**src/rtl/quad_pkg.sv**
```systemverilog
`default_nettype none
// ============================================================================
// Module : quad_pkg
// Brief  : Phase encodings, step classes and Gray-order helpers for quadrature decode.
// Rev    : 1.0 - initial release
// ============================================================================
package quad_pkg;

  typedef logic [1:0] phase_t;

  localparam phase_t PH_00 = 2'b00;
  localparam phase_t PH_01 = 2'b01;
  localparam phase_t PH_11 = 2'b11;
  localparam phase_t PH_10 = 2'b10;

  typedef enum logic [1:0] {
    STEP_NONE = 2'd0,
    STEP_UP   = 2'd1,
    STEP_DN   = 2'd2,
    STEP_ERR  = 2'd3
  } step_cls_t;

  function automatic phase_t next_fwd(input phase_t ph);
    case (ph)
      PH_00:   return PH_01;
      PH_01:   return PH_11;
      PH_11:   return PH_10;
      default: return PH_00;
    endcase
  endfunction

  // A reverse step is a forward step seen from the new phase.
  function automatic step_cls_t classify(input phase_t prev, input phase_t cur);
    if (cur == prev)                return STEP_NONE;
    else if (cur == next_fwd(prev)) return STEP_UP;
    else if (prev == next_fwd(cur)) return STEP_DN;
    else                            return STEP_ERR;
  endfunction

endpackage
`default_nettype wire

```
**src/rtl/quad_step_decoder_if.sv**
```systemverilog
`default_nettype none
// ============================================================================
// Module : quad_step_decoder_if
// Brief  : Pin, control and up/down step bundle of the quadrature decoder.
// Rev    : 1.0 - initial release
// ============================================================================
interface quad_step_decoder_if #(
  parameter int CNT_W = 4
);
  logic             a;
  logic             b;
  logic             clr;
  logic             load;
  logic [CNT_W-1:0] load_val;
  logic [CNT_W-1:0] count;
  logic             dir;
  logic             step;
  logic             err;
  logic             err_sticky;

  // master is the decoder (source of the step stream), slave its host
  modport master (
    input  a, b, clr, load, load_val,
    output count, dir, step, err, err_sticky
  );

  modport slave (
    output a, b, clr, load, load_val,
    input  count, dir, step, err, err_sticky
  );
endinterface
`default_nettype wire

```
**src/rtl/quad_sync.sv**
```systemverilog
`default_nettype none
// ============================================================================
// Module : quad_sync
// Brief  : Single-bit multi-flop synchroniser, asynchronous active-low reset to 0.
// Rev    : 1.0 - initial release
// ============================================================================
module quad_sync #(
  parameter int SYNC_STAGES = 2
) (
  input  logic clk,
  input  logic rst,
  input  logic d,
  output logic q
);

  logic [SYNC_STAGES-1:0] r_sync;

  always_ff @(posedge clk or negedge rst) begin
    if (!rst) begin
      r_sync <= '0;
    end else begin
      r_sync <= {r_sync[SYNC_STAGES-2:0], d};
    end
  end

  assign q = r_sync[SYNC_STAGES-1];

endmodule
`default_nettype wire

```
**src/rtl/quad_step_decoder.sv**
```systemverilog
`default_nettype none
// ============================================================================
// Module : quad_step_decoder
// Brief  : Quadrature a/b decoder producing dir/step/err pulses and a position count.
// Rev    : 1.0 - initial release
// ============================================================================
module quad_step_decoder
  import quad_pkg::*;
#(
  parameter int CNT_W       = 4,
  parameter int SYNC_STAGES = 2
) (
  input  logic                clk,
  input  logic                rst,
  quad_step_decoder_if.master bus
);

  localparam int FW = $clog2(SYNC_STAGES);

  localparam logic [1:0] ST_FILL  = 2'd0;
  localparam logic [1:0] ST_PRIME = 2'd1;
  localparam logic [1:0] ST_RUN   = 2'd2;

  logic             w_sa;
  logic             w_sb;
  phase_t           w_cur;
  step_cls_t        w_cls;
  logic [1:0]       r_state;
  logic [1:0]       w_state_nxt;
  logic [FW-1:0]    r_fill;
  logic [FW-1:0]    w_fill_nxt;
  logic             w_capture;
  logic             w_eval;
  phase_t           r_prev;
  logic [CNT_W-1:0] r_count;
  logic             r_dir;
  logic             r_step;
  logic             r_err;
  logic             r_err_sticky;

  quad_sync #(.SYNC_STAGES(SYNC_STAGES)) u_sync_a (
    .clk (clk),
    .rst (rst),
    .d   (bus.a),
    .q   (w_sa)
  );

  quad_sync #(.SYNC_STAGES(SYNC_STAGES)) u_sync_b (
    .clk (clk),
    .rst (rst),
    .d   (bus.b),
    .q   (w_sb)
  );

  assign w_cur = phase_t'({w_sa, w_sb});
  assign w_cls = classify(r_prev, w_cur);

  // Priming waits until the synchroniser holds real pin data, so a pin
  // level held through reset release is captured rather than seen as a jump.
  always_ff @(posedge clk or negedge rst) begin
    if (!rst) begin
      r_state <= ST_FILL;
      r_fill  <= '0;
    end else begin
      r_state <= w_state_nxt;
      r_fill  <= w_fill_nxt;
    end
  end

  always_comb begin
    w_state_nxt = r_state;
    w_fill_nxt  = r_fill;
    case (r_state)
      ST_FILL: begin
        if (r_fill == FW'(SYNC_STAGES - 1)) begin
          w_state_nxt = ST_PRIME;
          w_fill_nxt  = '0;
        end else begin
          w_fill_nxt  = r_fill + FW'(1);
        end
      end
      ST_PRIME: w_state_nxt = ST_RUN;
      ST_RUN:   w_state_nxt = ST_RUN;
      default:  w_state_nxt = ST_FILL;
    endcase
  end

  always_comb begin
    w_capture = (r_state == ST_PRIME);
    w_eval    = (r_state == ST_RUN);
  end

  always_ff @(posedge clk or negedge rst) begin
    if (!rst) begin
      r_prev       <= PH_00;
      r_count      <= '0;
      r_dir        <= 1'b0;
      r_step       <= 1'b0;
      r_err        <= 1'b0;
      r_err_sticky <= 1'b0;
    end else begin
      r_step <= 1'b0;
      r_err  <= 1'b0;

      if (w_capture || w_eval) begin
        r_prev <= w_cur;
      end

      if (w_eval) begin
        case (w_cls)
          STEP_UP: begin
            r_step <= 1'b1;
            r_dir  <= 1'b1;
          end
          STEP_DN: begin
            r_step <= 1'b1;
            r_dir  <= 1'b0;
          end
          STEP_ERR: r_err <= 1'b1;
          default:  ;
        endcase
      end

      // clr beats load beats the decoded step
      if (bus.clr) begin
        r_count <= '0;
      end else if (bus.load) begin
        r_count <= bus.load_val;
      end else if (w_eval && (w_cls == STEP_UP)) begin
        r_count <= r_count + CNT_W'(1);
      end else if (w_eval && (w_cls == STEP_DN)) begin
        r_count <= r_count - CNT_W'(1);
      end

      if (bus.clr) begin
        r_err_sticky <= 1'b0;
      end else if (w_eval && (w_cls == STEP_ERR)) begin
        r_err_sticky <= 1'b1;
      end
    end
  end

  assign bus.count      = r_count;
  assign bus.dir        = r_dir;
  assign bus.step       = r_step;
  assign bus.err        = r_err;
  assign bus.err_sticky = r_err_sticky;

endmodule
`default_nettype wire

```
**src/flat_wrapper.sv**
```systemverilog
// flat-port wrapper written by rule: the top's interface ports become plain ports
module quad_step_decoder_flat import quad_pkg::*;
#(
  parameter int CNT_W       = 4,
  parameter int SYNC_STAGES = 2
)
  (clk, rst, bus_a, bus_b, bus_clr, bus_load, bus_load_val, bus_count, bus_dir, bus_step, bus_err, bus_err_sticky);
  quad_step_decoder_if #(.CNT_W(CNT_W)) bus_i ();
  input  logic clk;
  input  logic rst;
  input wire logic [$bits(bus_i.a)-1:0] bus_a;
  input wire logic [$bits(bus_i.b)-1:0] bus_b;
  input wire logic [$bits(bus_i.clr)-1:0] bus_clr;
  input wire logic [$bits(bus_i.load)-1:0] bus_load;
  input wire logic [$bits(bus_i.load_val)-1:0] bus_load_val;
  output wire logic [$bits(bus_i.count)-1:0] bus_count;
  output wire logic [$bits(bus_i.dir)-1:0] bus_dir;
  output wire logic [$bits(bus_i.step)-1:0] bus_step;
  output wire logic [$bits(bus_i.err)-1:0] bus_err;
  output wire logic [$bits(bus_i.err_sticky)-1:0] bus_err_sticky;
  assign bus_i.a = bus_a;
  assign bus_i.b = bus_b;
  assign bus_i.clr = bus_clr;
  assign bus_i.load = bus_load;
  assign bus_i.load_val = bus_load_val;
  assign bus_count = bus_i.count;
  assign bus_dir = bus_i.dir;
  assign bus_step = bus_i.step;
  assign bus_err = bus_i.err;
  assign bus_err_sticky = bus_i.err_sticky;
  quad_step_decoder #(.CNT_W(CNT_W), .SYNC_STAGES(SYNC_STAGES)) u_core (.clk(clk), .rst(rst), .bus(bus_i));
endmodule
```
**config.mk**
```make
export PLATFORM = sky130hd
export DESIGN_NAME = quad_step_decoder_flat
export DESIGN_NICKNAME = d
export VERILOG_FILES = /design/src/rtl/quad_pkg.sv /design/src/rtl/quad_step_decoder_if.sv /design/src/rtl/quad_sync.sv /design/src/rtl/quad_step_decoder.sv /design/src/flat_wrapper.sv
export SDC_FILE = /design/constraint.sdc
export NUM_CORES = 1
export LEC_CHECK = 0
export CAP_MARGIN = 0
export CORE_MARGIN = 10
export CORE_UTILIZATION = 53
export CTS_CLUSTER_DIAMETER = 50
export DETAILED_ROUTE_END_ITERATION = 16
export GPL_ROUTABILITY_DRIVEN = 0
export PLACE_DENSITY = 0.82
export SLEW_MARGIN = 20
export SYNTH_ARGS = -nofsm -noshare
export SYNTH_HDL_FRONTEND = slang
export SYNTH_SLANG_ARGS = --single-unit
```
**constraint.sdc**
```tcl
create_clock -name clk -period 7.3 [get_ports clk]
set_input_delay 1.095 -clock clk [delete_from_list [all_inputs] [get_ports clk]]
set_output_delay 1.095 -clock clk [all_outputs]
set_load 0.01 [all_outputs]
```
==> results.md, run 1 <==
- Max VDD drop: 0.157 mV
- Net total in the final layout: 122
- Total of warnings raised by yosys: 0
- Detailed Route WL: 1.68 mm
- Initial antenna violation count: 0
- # H-tree levels: 1
- Die W: 61.6 um
- Biggest area contributors in the synthesized netlist: sky130_fd_sc_hd__dfrtp_1 (46%), sky130_fd_sc_hd__ha_1 (11%), sky130_fd_sc_hd__mux2i_1 (4.4%), sky130_fd_sc_hd__nor2_1 (3.7%), sky130_fd_sc_hd__o21ai_0 (2.7%)
- CP bufs+invs: 0
- Top-Level Pins: 18
- Number of DRC markers after the initial detailed-route iteration: 4
- Post-synthesis sequential element count: 17
- Count of different cell masters after synthesis: 29
- Slowest stage cell on the critical path: sky130_fd_sc_hd__dfrtp_1
- Final standard cell area without fillers: 0.00112 mm^2
- Number of buffers added on ports: 17
- Clock latency at the later pin of the worst-skew pair: 0.29 ns
- Maximum number of pins on one net before global-route repair: 18
- Area of the die: 0.00380 mm^2
- Unrepaired setup endpoints after global routing: false
- Post-CTS resize count: 0
- Sequential fraction of the synthesis area: 46.3%
- Critical path class: register to register
- Netlist area before placement: 918 um^2
- CTS Buffer Depth: 2
- Count of TritonRoute iterations in the first routing pass: 2
- Area growth from synthesis to layout: 22.3%
- Required time at the worst-slack endpoint: 7.48 ns
- Sum of negative setup slack: 0 ns
- Diode count: 0
- Period minus WS final: 2.60 ns
- Placement row count: 14
- Net count of the mapped netlist: 101
- Average vias per placed instance: 5.64
- Final Cycle Share: 35.6%
- Placed standard-cell area: 0.00110 mm^2
- Clock Skews: 0.00873 ns
- Overall track demand over capacity in global routing: 10.5%
- Type of the worst min-delay path: register to register
- Hold Violations, Final: 0
- PD cells: 190 mW/mm^2
- Setup fix buffers added after clock tree synthesis: 0
- Initial Util: 58.3%
- Cell repeated most along the worst path: sky130_fd_sc_hd__ha_1
- Kind of start point of the critical path: register
- Core area: 0.00158 mm^2
- Gate family responsible for the most delay along the worst path: compound AO/OA/AOI/OAI gates
- Critical Path Fanout Max: 7
- Post-detailed-placement half-perimeter wirelength: 1.32 mm
- Maximum capacitance violations: 0
- CP cell instances: nor2_1 > a21o_1 > o21ai_0 > ha_1 > nand2_1 > ha_1 > a21oi_1 > a211oi_1 > a41oi_1 > nand3_1
- Max-slew violations: 0
- Count of antenna-violating nets left after detailed routing: 0
- Leakage: 0.519 nW
- Remaining max-slew budget at the tightest pin: 50.6%
- Min setup slack post-route: 4.70 ns
- Achievable clock frequency: 384 MHz
- Number of standard cells after synthesis: 82
- Transition time at the pin with the least slew margin: 0.739 ns
- Via count of the first global-routing pass: 704
- Total via count in the routed design: 665
- Total overflow reported by the global router: 0
- Root Driver: sky130_fd_sc_hd__clkbuf_4
- Clock tree from TritonCTS: built
- Number of hold buffers added after cts: 0
- Largest stage delay on the critical path: 0.47 ns
- Biggest area consumer among synthesized cells: sky130_fd_sc_hd__dfrtp_1
- Total CTS buffers: 3
- Fraction of final layout cells sized beyond drive strength 1: 8.82%
- Register clock-pin slew on the reported worst setup and hold paths: 0.10 ns
- Area fraction of the dominant cell type after synthesis: 46.3%
- Outcome: completed
- Count of unresolved DRC violations after routing: 0
- Mean routed wirelength per cell: 14.3 um
- Capturing element type of the critical path: register
- Arrival time at the worst endpoint: 2.78 ns
- Count of endpoints failing setup in the final report: 0
- TritonCTS sink count: 17
- Die Ht: 61.6 um
- First-pass GRT wire length: 2.97 mm
- Pre-CTS WS: 4.69 ns
- Average footprint of a synthesized cell: 11.2 um^2
==> where the power goes <==
part           switching [mW]  internal, mW  leakage (nW)
Combinational          0.0255        0.0306         0.297
Sequential            0.00635         0.102         0.207
Clock                  0.0283        0.0213        0.0150
Total                  0.0602         0.154         0.519
==> cell families (layout without fill, tap and decap cells) <==
| group | count (synthesis) | count (layout) | share of synthesized area [%] |
|---|---|---|---|
| AND/OR/NAND/NOR | 23 | 23 | 12.5 |
| buffers and inverters | 6 | 26 | 3.27 |
| XOR/XNOR | 3 | 3 | 2.86 |
| multiplexers | 7 | 7 | 8.45 |
| flip-flops | 17 | 17 | 46.3 |
| adder cells (fa/ha/maj) | 9 | 9 | 13.1 |
| AO/OA/AOI/OAI | 17 | 17 | 13.5 |
==> registers in the layout, indices dropped and copies added, names as in the netlist, 2 cells and up <==
| signal | cells |
|---|---|
| u_core.u_sync_a.r_sync | 2 |
| u_core.r_prev | 2 |
| u_core.bus.count | 4 |
| u_core.r_state | 2 |
| u_core.u_sync_b.r_sync | 2 |
==> synth_stat cells <==
cell,n
sky130_fd_sc_hd__a211oi_1,1
sky130_fd_sc_hd__mux2_2,2
sky130_fd_sc_hd__fa_1,1
sky130_fd_sc_hd__a21oi_1,2
sky130_fd_sc_hd__o21ai_4,1
sky130_fd_sc_hd__mux2_4,1
sky130_fd_sc_hd__o211ai_1,1
sky130_fd_sc_hd__dfrtp_1,17
sky130_fd_sc_hd__o21a_1,1
sky130_fd_sc_hd__nand2_1,5
sky130_fd_sc_hd__mux2i_1,4
sky130_fd_sc_hd__buf_6,1
sky130_fd_sc_hd__a21o_1,1
sky130_fd_sc_hd__a41oi_1,1
sky130_fd_sc_hd__inv_1,5
sky130_fd_sc_hd__a211o_1,1
sky130_fd_sc_hd__xor2_1,2
sky130_fd_sc_hd__xnor2_1,1
sky130_fd_sc_hd__and2_1,1
sky130_fd_sc_hd__o21ai_0,5
sky130_fd_sc_hd__a31oi_1,2
sky130_fd_sc_hd__nand4bb_1,1
sky130_fd_sc_hd__ha_1,8
sky130_fd_sc_hd__nor2_1,9
sky130_fd_sc_hd__and3b_2,1
sky130_fd_sc_hd__nand3_1,2
sky130_fd_sc_hd__a211oi_2,1
sky130_fd_sc_hd__nor2b_1,3
sky130_fd_sc_hd__nand2b_1,1
==> layer usage <==
metal,global-route usage [%],wire [um]
met2,18.3,831
met1,10.8,735
met4,5.73,35
met5,0,0
met3,3.50,80
==> per-stage QoR <==
step / cells / utilization (%) / power (mW) / hold WS, ns
after global placement: 114 / 69.6 / 0.165 / 0.334
after global routing: 118 / 71.3 / 0.227 / 0.376
after CTS: 118 / 71.3 / 0.217 / 0.362
after floorplan: 82 / - / 0.142 / 0.331
final: 118 / 71.3 / 0.214 / 0.358
after detailed placement: 114 / 69.6 / 0.167 / 0.341
==> final timing paths <==
kind / start / endpoint / slack [ns] / depth (start not counted)
worst max-delay path: u_core.r_prev[1]$_DFFE_PN0P_ / u_core.bus.count[3]$_DFFE_PN0P_ / 4.70 / 10
worst min-delay path: u_core.u_sync_b.r_sync[0]$_DFF_PN0_ / u_core.u_sync_b.r_sync[1]$_DFF_PN0_ / 0.36 / 0
worst max register to register: u_core.r_prev[1]$_DFFE_PN0P_ / u_core.bus.count[3]$_DFFE_PN0P_ / 4.70 / 10
worst min register to register: u_core.u_sync_b.r_sync[0]$_DFF_PN0_ / u_core.u_sync_b.r_sync[1]$_DFF_PN0_ / 0.36 / 0
max in group asynchronous: rst / u_core.bus.err$_DFF_PN0_ / 5.60 / 1
min in group asynchronous: rst / u_core.r_prev[0]$_DFFE_PN0P_ / 1.23 / 1
==> cell type report <==
type | count | area, um^2
clock buffers | 4 | 26.3
fillers | 115 | 453
inverters | 5 | 18.8
multi-input cells | 59 | 463
flip-flops and latches | 17 | 425
well taps | 16 | 20.0
repair buffers | 17 | 170
==> cells in the final DEF (no fill, tap or decap), drive strengths merged, types with 3 or more instances in the layout <==
master,instances
inv,5
mux2,3
o21ai,6
ha,8
dfrtp,17
clkbuf,4
nand2,5
nor2,9
clkdlybuf4s50,17
mux2i,4
nor2b,3
Note: power is estimated with default switching activity, not from simulation.
==> run 2, diff against run 1 <==
--- a/config.mk
+++ b/config.mk
@@ -7,11 +7,11 @@
 export LEC_CHECK = 0
 export CAP_MARGIN = 0
 export CORE_MARGIN = 10
-export CORE_UTILIZATION = 53
+export CORE_UTILIZATION = 49
 export CTS_CLUSTER_DIAMETER = 50
 export DETAILED_ROUTE_END_ITERATION = 16
 export GPL_ROUTABILITY_DRIVEN = 0
-export PLACE_DENSITY = 0.82
+export PLACE_DENSITY = 0.76
 export SLEW_MARGIN = 20
 export SYNTH_ARGS = -nofsm -noshare
 export SYNTH_HDL_FRONTEND = slang
==> constraint.sdc (replaced) <==
create_clock -name clk -period 2.7 [get_ports clk]
set_input_delay 0.405 -clock clk [delete_from_list [all_inputs] [get_ports clk]]
set_output_delay 0.405 -clock clk [all_outputs]
set_load 0.01 [all_outputs]
==> run 2 against run 1 <==
Against the previous run:
- die area rose by 5.5%
- cell area rose by 2.1%
- non-clock buffer count rose by 1
- routed wire length fell by 1.5%
- final cell count rose by 8.5%
- combinational power rose to 2.8 times the previous value
- utilization fell by 5.5 points
- power rose to 2.7 times the previous value
- hold slack improved by 0.0043 ns
- clock skew fell by 0.0035 ns
- sequential power rose to 2.7 times the previous value
- highest routed layer unchanged
==> results.md, run 2 (same netlist as run 1, synthesis figures left out) <==
- Outcome: completed
- Overall track demand over capacity in global routing: 9.31% (-1.2 points)
- Max-slew violations: 0 (unchanged)
- Total via count in the routed design: 666 (+0.15%)
- Area growth from synthesis to layout: 24.9%
- Clock tree from TritonCTS: built
- Post-Route Hold Slack: 0.363 ns (+0.00435 ns)
- Die Ht: 63.3 um (+2.7%)
- Count of unresolved DRC violations after routing: 0 (unchanged)
- Type of the worst min-delay path: register to register
- Achievable clock frequency: 417 MHz (+8.4%)
- Initial Util: 52.6% (-5.6 points)
- First-pass GRT wire length: 3.04 mm (+2.3%)
- Remaining max-slew budget at the tightest pin: 50.5% (-0.057 points)
- Transition time at the pin with the least slew margin: 0.740 ns (+0.000852 ns)
- TritonCTS sink count: 17 (unchanged)
- Number of DRC markers after the initial detailed-route iteration: 7 (+3)
- Area of the die: 0.00401 mm^2 (+5.5%)
- Final total power: 579 uW (+170%)
- Cell repeated most along the worst path: sky130_fd_sc_hd__ha_1
- Fraction of final layout cells sized beyond drive strength 1: 11.7% (+2.8 points)
- Critical path class: register to register
- Hold Violations, Final: 0 (unchanged)
- Leakage: 0.527 nW (+1.6%)
- Post-CTS resize count: 0 (unchanged)
- Gate family responsible for the most delay along the worst path: compound AO/OA/AOI/OAI gates
- Worst-case register-to-register setup slack: 0.30 ns (-4.40 ns)
- Total overflow reported by the global router: 0 (unchanged)
- Sum of negative setup slack: 0 ns (unchanged)
- Critical Path Fanout Max: 7 (unchanged)
- Register clock-pin slew on the reported worst setup and hold paths: 0.10 ns (about the same)
- Maximum capacitance violations: 0 (unchanged)
- Most used cells in the layout excluding fill and tap cells: sky130_fd_sc_hd__clkdlybuf4s50_1 (17), sky130_fd_sc_hd__dfrtp_1 (17), sky130_fd_sc_hd__nor2_1 (9)
- CP cell instances: nor2_1 > a21o_1 > o21ai_0 > ha_1 > nand2_1 > ha_1 > a21oi_2 > a211oi_1 > a41oi_1 > nand3_1
- Required time at the worst-slack endpoint: 2.87 ns (-4.61 ns)
- Period minus WS final: 2.40 ns (-0.201 ns)
- CP bufs+invs: 0 (unchanged)
- Clock Skews: 0.00523 ns (-0.00350 ns)
- Root Driver: sky130_fd_sc_hd__clkbuf_4
- Die W: 63.3 um (+2.7%)
- Top-Level Pins: 18 (unchanged)
- CTS Buffer Depth: 2 (unchanged)
- Placement row count: 15 (+1)
- Kind of start point of the critical path: register
- Capturing element type of the critical path: register
- Count of TritonRoute iterations in the first routing pass: 2 (unchanged)
- Total CTS buffers: 3 (unchanged)
- Arrival time at the worst endpoint: 2.57 ns (-0.21 ns)
- Mean routed wirelength per cell: 13.0 um (-9.2%)
- PD cells: 504 mW/mm^2 (+170%)
- Number of buffers added on ports: 17 (unchanged)
- Post-detailed-placement half-perimeter wirelength: 1.33 mm (+0.67%)
- Diode count: 0 (unchanged)
- Average vias per placed instance: 5.20 (-7.7%)
- Net total in the final layout: 123 (+0.82%)
- Detailed Route WL: 1.66 mm (-1.5%)
- Final standard cell area without fillers: 0.00115 mm^2 (+2.1%)
- Largest stage delay on the critical path: 0.45 ns (-0.02 ns)
- Slowest stage cell on the critical path: sky130_fd_sc_hd__dfrtp_1
- Core area: 0.00175 mm^2 (+11%)
- Setup fix buffers added after clock tree synthesis: 0 (unchanged)
- Number of hold buffers added after cts: 0 (unchanged)
- Final Cycle Share: 88.9% (+53 points)
- Initial antenna violation count: 0 (unchanged)
- Flip-flop count of the largest register after layout: 4 (unchanged)
- Pre-CTS WS: 0.193 ns (-4.50 ns)
- # H-tree levels: 1 (unchanged)
- Count of antenna-violating nets left after detailed routing: 0 (unchanged)
- Via count of the first global-routing pass: 722 (+2.6%)
- Count of endpoints failing setup in the final report: 0 (unchanged)
- Unrepaired setup endpoints after global routing: false
- Maximum number of pins on one net before global-route repair: 18 (unchanged)
- Clock latency at the later pin of the worst-skew pair: 0.29 ns (about the same)
- Min setup slack post-route: 0.299 ns (-4.40 ns)
- Max VDD drop: 0.354 mV (+130%)
- Placed standard-cell area: 0.00112 mm^2 (+1.7%)
==> run 2: worst paths after layout <==
check | startpoint | endpoint | cells past startpoint
setup reg to reg | u_core.r_prev[1]$_DFFE_PN0P_ | u_core.bus.count[3]$_DFFE_PN0P_ | 10
setup / recovery | u_core.r_prev[1]$_DFFE_PN0P_ | u_core.bus.count[3]$_DFFE_PN0P_ | 10
max in group asynchronous | rst | u_core.bus.step$_DFF_PN0_ | 1
hold reg to reg | u_core.u_sync_b.r_sync[0]$_DFF_PN0_ | u_core.u_sync_b.r_sync[1]$_DFF_PN0_ | 0
hold / removal | u_core.u_sync_b.r_sync[0]$_DFF_PN0_ | u_core.u_sync_b.r_sync[1]$_DFF_PN0_ | 0
min in group asynchronous | rst | u_core.bus.count[3]$_DFFE_PN0P_ | 1
==> run 2: layout make-up <==
cell class,count,area [um^2]
clock buffer,3,22.5
clock inverter,1,5.00
fill,138,598
inverter,5,18.8
multi-input combinational,59,467
sequential,17,425
tap,25,31.3
timing repair buffer,18,178
==> run 2: through the flow <==
step | utilization (%) | std cells
after floorplan | - | 82
after global placement | 63.9 | 124
after detailed placement | 63.9 | 124
after CTS | 65.5 | 128
after global routing | 65.7 | 128
final | 65.7 | 128
==> run 2: routing by layer <==
layer / global-route usage (%) / routed length (um) / up-vias
li1: - / - / 324
met1: 9.81 / 711 / 329
met2: 16.2 / 833 / 11
met3: 2.83 / 96 / 2
met4: 4.92 / 17 / 0
met5: 0 / 0 / -
==> run 2: power by group <==
part,switching [mW],total [mW],internal (mW)
logic,0.0703,0.156,0.0853
clock network,0.0761,0.131,0.0550
registers,0.0172,0.292,0.275
